===== config.mk =====
export PLATFORM = sky130hd
export DESIGN_NAME = card_deal_arbiter
export DESIGN_NICKNAME = d
export VERILOG_FILES = /design/src/rtl/card_deal_arbiter.sv
export SDC_FILE = /design/constraint.sdc
export NUM_CORES = 1
export LEC_CHECK = 0
export ABC_AREA = 1
export BUFFER_PORTS_ARGS = -buffer_cell sky130_fd_sc_hd__buf_2
export CORE_ASPECT_RATIO = 0.6
export CORE_MARGIN = 2
export CORE_UTILIZATION = 40
export CTS_CLUSTER_SIZE = 20
export DETAILED_ROUTE_END_ITERATION = 10
export SLEW_MARGIN = 5
export SYNTH_ARGS = -nofsm -noshare
export SYNTH_HDL_FRONTEND = slang
export SYNTH_SLANG_ARGS = --single-unit

===== constraint.sdc =====
create_clock -name i_clk -period 2.9 [get_ports i_clk]
set_input_delay 0.435 -clock i_clk [delete_from_list [all_inputs] [get_ports i_clk]]
set_output_delay 0.435 -clock i_clk [all_outputs]
set_load 0.005 [all_outputs]

===== src/rtl/card_deal_arbiter.sv =====
// Arbitrates six card-slot load requests onto one card source, one draw at a time.
// Optional build macro CARD_RANGE_CHECK_EN discards drawn ranks outside 1..13 and redraws.
module card_deal_arbiter #(
  parameter int TIMEOUT = 15
) (
  input  logic       i_clk,
  input  logic       i_resetb,
  input  logic [5:0] i_req,
  input  logic       i_round_clr,
  input  logic [3:0] i_src_card,
  input  logic       i_src_valid,
  output logic       o_src_next,
  output logic [5:0] o_ack,
  output logic [5:0] o_slot_we,
  output logic [3:0] o_slot_data,
  output logic       o_busy,
  output logic [2:0] o_deal_count,
  output logic       o_dup_err,
  output logic       o_timeout_err
);

  localparam int CW = (TIMEOUT < 1) ? 1 : $clog2(TIMEOUT + 1);

  typedef enum logic [1:0] {S_IDLE, S_REQ, S_WAIT, S_WRITE} state_t;

  state_t        r_state;
  logic [5:0]    r_grant;
  logic [5:0]    r_served;
  logic [CW-1:0] r_wait;
  logic [3:0]    r_card;
  logic          r_src_next;
  logic [5:0]    r_ack;
  logic [5:0]    r_slot_we;
  logic          r_busy;
  logic [2:0]    r_deal_count;
  logic          r_dup_err;
  logic          r_timeout_err;

  logic [5:0]    w_eligible;
  logic          w_dup;
  logic          w_card_ok;

  // Lowest set bit wins: deal order is pcard1, dcard1, pcard2, ...
  function automatic logic [5:0] lowest_bit(input logic [5:0] v);
    return v & (~v + 6'd1);
  endfunction

  function automatic logic [2:0] sat_inc6(input logic [2:0] c);
    return (c >= 3'd6) ? 3'd6 : c + 3'd1;
  endfunction

`ifdef CARD_RANGE_CHECK_EN
  function automatic logic rank_in_range(input logic [3:0] c);
    return (c >= 4'd1) && (c <= 4'd13);
  endfunction
  assign w_card_ok = rank_in_range(i_src_card);
`else
  assign w_card_ok = 1'b1;
`endif

  assign w_eligible = i_req & ~r_served;
  assign w_dup      = |(i_req & r_served);

  always_ff @(posedge i_clk) begin
    if (i_resetb) begin
      r_state       <= S_IDLE;
      r_grant       <= '0;
      r_served      <= '0;
      r_wait        <= '0;
      r_card        <= '0;
      r_src_next    <= 1'b0;
      r_ack         <= '0;
      r_slot_we     <= '0;
      r_busy        <= 1'b0;
      r_deal_count  <= '0;
      r_dup_err     <= 1'b0;
      r_timeout_err <= 1'b0;
    end else begin
      r_src_next <= 1'b0;
      r_ack      <= '0;
      r_slot_we  <= '0;
      case (r_state)
        S_IDLE: begin
          if (w_dup) r_dup_err <= 1'b1;
          if (|w_eligible) begin
            r_grant    <= lowest_bit(w_eligible);
            r_state    <= S_REQ;
            r_src_next <= 1'b1;
            r_busy     <= 1'b1;
          end
        end
        S_REQ: begin
          r_wait  <= '0;
          r_state <= S_WAIT;
        end
        S_WAIT: begin
          if (i_src_valid) begin
            if (w_card_ok) begin
              r_card    <= i_src_card;
              r_slot_we <= r_grant;
              r_ack     <= r_grant;
              r_state   <= S_WRITE;
            end else begin
              // Out-of-range rank: redraw for the same grant, not a timeout.
              r_state    <= S_REQ;
              r_src_next <= 1'b1;
            end
          end else if (r_wait == CW'(TIMEOUT)) begin
            r_timeout_err <= 1'b1;
            r_state       <= S_REQ;
            r_src_next    <= 1'b1;
          end else begin
            r_wait <= r_wait + 1'b1;
          end
        end
        S_WRITE: begin
          r_served     <= r_served | r_grant;
          r_deal_count <= sat_inc6(r_deal_count);
          r_grant      <= '0;
          r_state      <= S_IDLE;
          r_busy       <= 1'b0;
        end
        default: begin
          r_state <= S_IDLE;
          r_busy  <= 1'b0;
        end
      endcase
      // A new round overrides the bookkeeping of a write landing on the same edge.
      if (i_round_clr) begin
        r_served     <= '0;
        r_deal_count <= '0;
      end
    end
  end

  assign o_src_next    = r_src_next;
  assign o_ack         = r_ack;
  assign o_slot_we     = r_slot_we;
  assign o_slot_data   = r_card;
  assign o_busy        = r_busy;
  assign o_deal_count  = r_deal_count;
  assign o_dup_err     = r_dup_err;
  assign o_timeout_err = r_timeout_err;

endmodule


# Word level (Yosys, flattened, before mapping)
# Index checks and enable logic that the tools add are counted.
# totals
ff_bits	35
in_bits	14
out_inout_bits	23
word_cells	60
# op_classes
addsub	3
n_lt_le_gt_ge	1
eq_ne	8
n_mux	16
bitwise_logic	8
reduce_logical	13
# op_table
cell	count
6-bit bitwise AND	3
6-bit NOT	2
6-bit one-hot mux with 2 select lines	1
6-bit OR reduction	2
4-bit 2-to-1 mux	2
2-bit one-hot mux with 4 select lines	1
4-bit one-hot mux with 2 select lines	1
2-bit AND reduction	4
6-bit by 1-bit adder with 6-bit output, second input constant	1
2-bit 2-to-1 mux	3
6-bit 2-to-1 mux	1
2-bit inequality test, second input constant	3
6-bit bitwise OR	1
3-bit AND reduction	2
4-bit by 1-bit adder with 4-bit output, second input constant	1
2-bit equality test, second input constant	2
4-bit equality test, second input constant	1
1-bit 2-to-1 mux	4
1-bit one-hot mux with 2 select lines	2
2-bit nonzero test	2
3-bit by 1-bit adder with 3-bit output, second input constant	1
3-bit >= comparator, second input constant	1
3-bit 2-to-1 mux	1
3-bit inequality test, second input constant	1
5 further kinds	6

# Logic depth before layout (Yosys ltp)
# Gate-level depths: netlist of run 1.
# depth
depth_word	7
depth_mapped	8

# Worst setup path after synthesis of run 1
# No wires, ideal clock.
# synth_path
kind	flip-flop to flip-flop
startpoint	register r_wait[0]
endpoint	register r_wait[0]
setup_time_ps	117
t_arrival_ps	1063
setup_slack_ps	1720
stages_incl_launch_ff	8
period_less_slack_ps	1180
cell_sequence	dfxtp_1 > ha_1 > nand2_1 > nor2_1 > nor3_2 > nor2_2 > nor2_1 > nor2_1
# synth_via
elab_chain_cells	4
# synth_rtl
element	line_no	text
from (decl)	29	logic [CW-1:0] r_wait;
from (signal assigned)	113	r_wait <= r_wait + 1'b1;
4-bit by 1-bit adder with 4-bit output	113	
4-bit 2-to-1 mux	108	end else if (r_wait == CW'(TIMEOUT)) begin
4-bit 2-to-1 mux	97	if (i_src_valid) begin
4-bit one-hot mux with 2 select lines	82	case (r_state)
# Several ways; a longest one is shown, not always the timed one. The select of a mux whose other input is x is not followed.
# A chain may end at the register's enable or synchronous reset.

# Worst setup path in the final report of run 1
# Same ends and word-level chain as after synthesis.

==> results of run 1 <==
[cell families (layout without fill, tap and decap cells)]
kind of cell	count (synthesis)	in the layout	share of synthesized area, %
buffers and inverters	38	74	11.3
flip-flops	35	35	48.2
XOR/XNOR	1	1	0.602
AND/OR/NAND/NOR	83	83	25.1
adder cells (fa/ha/maj)	3	3	2.58
AO/OA/AOI/OAI	34	34	12.2
[Yosys cell counts]
library cell	count
inv_1	29
nand3_1	11
a31oi_1	2
nand2_1	31
clkinv_1	1
clkbuf_1	2
o21ai_0	9
nor2_2	1
a211oi_1	1
nor2_1	28
nand2_2	4
nor3_1	1
a21oi_1	21
nand2_4	1
ha_1	3
xor2_1	1
o31ai_1	1
or2_2	1
nand4_1	4
nor3_2	1
buf_4	6
dfxtp_1	35
[sequential cells by signal, indices dropped and copies added (netlist names)]
signal and count:
o_timeout_err 1, o_busy 1, r_grant 6, o_dup_err 1, r_served 6, o_deal_count 3
o_slot_we 6, o_slot_data 4, o_src_next 1, r_wait 4, r_state 2
[worst reg2reg max path, delay by kind of cell (launching register included)]
family | cells | cell delay [ps]
fa+ha+maj | 1 | 220
flops | 1 | 340
simple gates | 6 | 740
[path summary, 6_finish.rpt]
kind                                     from              to  slack, ps
worst max register to register      r_wait[0]       r_wait[0]       1490
worst min-delay path            i_src_card[3]  o_slot_data[3]        370
worst min register to register      o_dup_err       o_dup_err        450
worst max-delay path                r_wait[0]       r_wait[0]       1490
[routing by layer]
layer	GRT usage [%]	vias to the layer above	part of all wire, %
met5	0	-	0
met1	28.0	532	61
met2	19.1	34	31
li1	-	680	-
met3	5.94	6	6.4
met4	4.17	0	1.1
[power groups by stage]
| stage | clock (W) | sequential [W] | combinational [W] |
|---|---|---|---|
| after global routing | 0.000487 | 0.000507 | 0.0000933 |
| after floorplan | 0 | 0.000515 | 0.0000514 |
| after CTS | 0.000462 | 0.000505 | 0.0000824 |
| after global placement | 0 | 0.000517 | 0.0000812 |
| after detailed placement | 0 | 0.000516 | 0.0000818 |
| final | 0.000457 | 0.000506 | 0.0000824 |
[area by class of cell]
| class | instances | area [sq um] |
|---|---|---|
| Sequential cell | 35 | 701 |
| Multi-Input combinational cell | 121 | 589 |
| Tap cell | 45 | 56.3 |
| Timing Repair Buffer | 36 | 180 |
| Fill cell | 344 | 1610 |
| Clock buffer | 6 | 82.6 |
| Inverter | 30 | 113 |
| Clock inverter | 2 | 35.0 |
[per-stage QoR]
step                hold slack (ps)  power (W)  instance area [sq um]  util (%)
floorplan                       422   0.000566                   1460         -
global placement                436   0.000598                   1640      48.7
detailed placement              441   0.000598                   1640      48.7
CTS                             368    0.00105                   1760      52.2
global route                    374    0.00109                   1760      52.2
finish                          370    0.00105                   1760      52.2
==> qor.yml, run 1 <==
cts_resized: 0
fin_crit_ps: 1410
synth-seq-area-share_pct: 48.2
synth.area.top_cells: "dfxtp_1 (48%), nand2_1 (8.0%), inv_1 (7.5%), a21oi_1 (7.2%), nor2_1 (7.2%)"
crit_family: "simple AND/OR/NAND/NOR gates"
final_cells: 275
critical_path_depth: 7
place_ws_ps: 1470
finClkSkew_ps: 8.08
final_hold_viol_count: 0
worst_slew_margin_rel_pct: 61.9
arrival_ps: 1580
num_vias: 1252
synth.avg_cell_area_sq_um: 7.50
p_sw_share_pct: 23.3
p_comb_share_pct: 7.9
wl_per_cell_um: 11.6
place_congestion: 0.757
cts_buffer_depth: 2
p_clk_share_pct: 43.8
area_growth_pct: 20.7
track_usage_pct: 16.8
syn_area_sq_um: 1460
final_cell_mix: "buf_2 (36), dfxtp_1 (35), nand2_1 (31)"
crit_buf_inv: 0
synth_cell_types: 22
layout-drive-gt1-share_pct: 22.6
cap_violations: 0
clkLatencyLatePin_ps: 290
antenna_left: 0
netlist_instances: 194
gr-total-overflow: 0
cts_tree: "done"
p_leak_nw: 0.789
die_w_um: 81.9
rr_worst_depth: 7
cts_sinks: 35
cts_root_buf: "clkbuf_8"
cts_setup_buffers: 0
pwr-share-seq_pct: 48.4
firstDrtPassIters: 4
vdd_drop_max_mv: 0.332
p_per_area_nw_per_um2: 595
cp_common_cell: "nor2_1"
crit_fanout: 5
slowest_delay_ps: 340
synth_top_cell_area_share_pct: 48.2
slew_viol_final: 0
placed_cells: 267
dieArea_sq_um: 4150
path_cells: "ha_1 > nand2_1 > nor2_1 > nor3_2 > nor2_2 > nor2_1 > nor2_1"
initial_core_util_pct: 43.3
period_share_pct: 48.5
internal_power_w: 0.000802
syn_nets: 211
setup_slack_ps: 1490
yosysWarnings: 0
die_h_um: 50.7
setup_viol: 0
final_common_cell: "buf_2"
grt_max_degree: 18
crit_slowest_cell: "dfxtp_1"
crit_path_start_kind: "flip-flop"
first_global_vias: 1071
cts_buffers: 5
tns_ps: 0
remaining_drc_errors: 0
hold_buffers: 0
drt-initial-drc-count: 61
core_area_sq_um: 3360
path_clk_slew_ps: 70
place_hpwl_mm: 2.31
max_freq_ghz: 0.711
row_count: 16
critPathCaptureType: "flip-flop"
tightest_slew_ps: 570
status: "finished clean"
whs_path_depth: 3
netSwitchingPower_w: 0.000244
ys_seq_elements: 35
synth_area_leader_cell: "dfxtp_1"
cts.htree.levels: 2
grt_pass1_wl_mm: 5.18
via_per_inst: 4.55
portBuffers: 36
crit_type: "flip-flop to flip-flop"
crit_required_ps: 3080
routed_wl_mm: 3.20
ioPinCount: 37
antenna_found_initial: 0
hold_class: "input pin to flip-flop"
rsz0062_at_grt: "no"
diodes: 0
nNetsFinal: 246
Power figures use the tool's default switching activity.
==> run 2: changes to the inputs <==
Clock period 2.9 ns to 1.4 ns, I/O delays scaled along.
==> qor.yml, run 2 (synthesized netlist as in run 1, its figures left out) <==
crit_fanout: 5  # unchanged
die_h_um: 50.7  # unchanged
num_vias: 1258  # was 1252
whs_path_depth: 3  # unchanged
wl_per_cell_um: 11.5  # was 11.6 um
hold_buffers: 0  # unchanged
p_leak_nw: 0.803  # was 0.789 nW
path_clk_slew_ps: 70  # about the same
layout-drive-gt1-share_pct: 25.2  # was 22.6%
rsz0062_at_grt: "yes"  # was no
fin_crit_ps: 1260  # was 1410 ps
row_count: 16  # unchanged
period_share_pct: 89.8  # was 48.5%
dieArea_sq_um: 4150  # unchanged
track_usage_pct: 17.6  # was 16.8%
antenna_found_initial: 0  # unchanged
max_freq_ghz: 0.795  # was 0.711 GHz
crit_path_start_kind: "flip-flop"  # unchanged
vdd_drop_max_mv: 0.470  # was 0.332 mV
cts_root_buf: "clkbuf_8"  # unchanged
place_congestion: 0.818  # was 0.757
firstDrtPassIters: 4  # unchanged
final_core_util_pct: 53.0  # was 52.2%
remaining_drc_errors: 0  # unchanged
cts_buffers: 5  # unchanged
first_global_vias: 1122  # was 1071
final_common_cell: "buf_2"  # unchanged
setup_viol: 0  # unchanged
worst_slew_margin_rel_pct: 80.6  # was 61.9%
portBuffers: 36  # unchanged
cts_sinks: 35  # unchanged
antenna_left: 0  # unchanged
timing.hold.ws_ps: 143  # was 370 ps
final_cell_mix: "buf_2 (36), dfxtp_1 (34), nand2_1 (31)"  # was buf_2 (36), dfxtp_1 (35), nand2_1 (31)
arrival_ps: 1480  # was 1580 ps
cts_tree: "done"  # unchanged
grt_max_degree: 11  # was 18
p_per_area_nw_per_um2: 1110  # was 595 nW/um^2
rr_worst_depth: 6  # was 7
drt-initial-drc-count: 60  # was 61
place_hpwl_mm: 2.35  # was 2.31 mm
status: "finished clean"  # unchanged
nNetsFinal: 251  # was 246
area_growth_pct: 22.4  # was 20.7%
crit_required_ps: 1620  # was 3080 ps
cts_buffer_depth: 2  # unchanged
cap_violations: 0  # unchanged
finClkSkew_ps: 4.32  # was 8.08 ps
core_area_sq_um: 3360  # unchanged
tightest_slew_ps: 288  # was 570 ps
hold_class: "input pin to flip-flop"  # unchanged
die_w_um: 81.9  # unchanged
final_hold_viol_count: 0  # unchanged
crit_type: "flip-flop to flip-flop"  # unchanged
gr-total-overflow: 0  # unchanged
routed_wl_mm: 3.21  # was 3.20 mm
slew_viol_final: 0  # unchanged
critPathCaptureType: "flip-flop"  # unchanged
ioPinCount: 37  # unchanged
via_per_inst: 4.51  # was 4.55
grt_pass1_wl_mm: 5.31  # was 5.18 mm
initial_core_util_pct: 43.3  # unchanged
cts.htree.levels: 2  # unchanged
clkLatencyLatePin_ps: 290  # about the same
diodes: 0  # unchanged
[run 2: cell types whose count changed in the layout (fill, tap and decap cells not counted), sizes merged]
cell    before  now
buf         36   41
bufinv       1    0
[run 2: cell type report]
| type | count | area [sq um] |
|---|---|---|
| clock buffer | 6 | 82.6 |
| inverter | 30 | 113 |
| multi-input combinational | 121 | 606 |
| timing repair buffer | 41 | 218 |
| fill | 340 | 1580 |
| clock inverter | 1 | 5.00 |
| tap | 45 | 56.3 |
| sequential | 35 | 702 |
[run 2: power breakdown]
group	total (W)	switching, W	leakage, nW	internal, W
clock	0.000734	0.000348	0.0470	0.000386
sequential	0.00105	0.0000215	0.284	0.00103
combinational	0.000191	0.000117	0.472	0.0000742
[run 2: path summary, 6_finish.rpt]
check	startpoint	endpoint	slack [ps]
max	r_wait[0]	r_wait[3]	140
min	i_src_card[3]	o_slot_data[3]	140
max reg2reg	r_wait[0]	r_wait[3]	140
min reg2reg	o_timeout_err	o_timeout_err	450
[run 2: worst max-delay path: stages (launching register included)]
cell     delay (ps)
dfxtp_1         340
ha_1            210
nand2_1         100
nor2_2           60
nor3_4          230
nand2_1         100
a21oi_1         150
[run 2: per-layer routing]
metal  track usage, %  routed length, um
met5                0                  0
met4             6.67                 51
met3             6.12                209
met2             19.6               1050
met1             28.6               1900
[run 2: timing repair]
action / in CTS / in global routing
setup buffers: 0 / 0
setup endpoints to repair: 0 / 10
endpoints found under the hold margin: 0 / 0
gates resized for setup: 0 / 5
[run 2: per-stage QoR]
stage / cell area, sq um / TNS (ps) / cells / power, W / setup slack [ps]
after global placement: 1680 / 0 / 272 / 0.00125 / 108
after floorplan: 1460 / 0 / 194 / 0.00117 / 220
after global routing: 1780 / -8.21 / 279 / 0.00207 / -8.21
final: 1780 / 0 / 279 / 0.00197 / 143
after detailed placement: 1680 / 0 / 272 / 0.00125 / 105
after CTS: 1760 / 0 / 279 / 0.00198 / 93.1
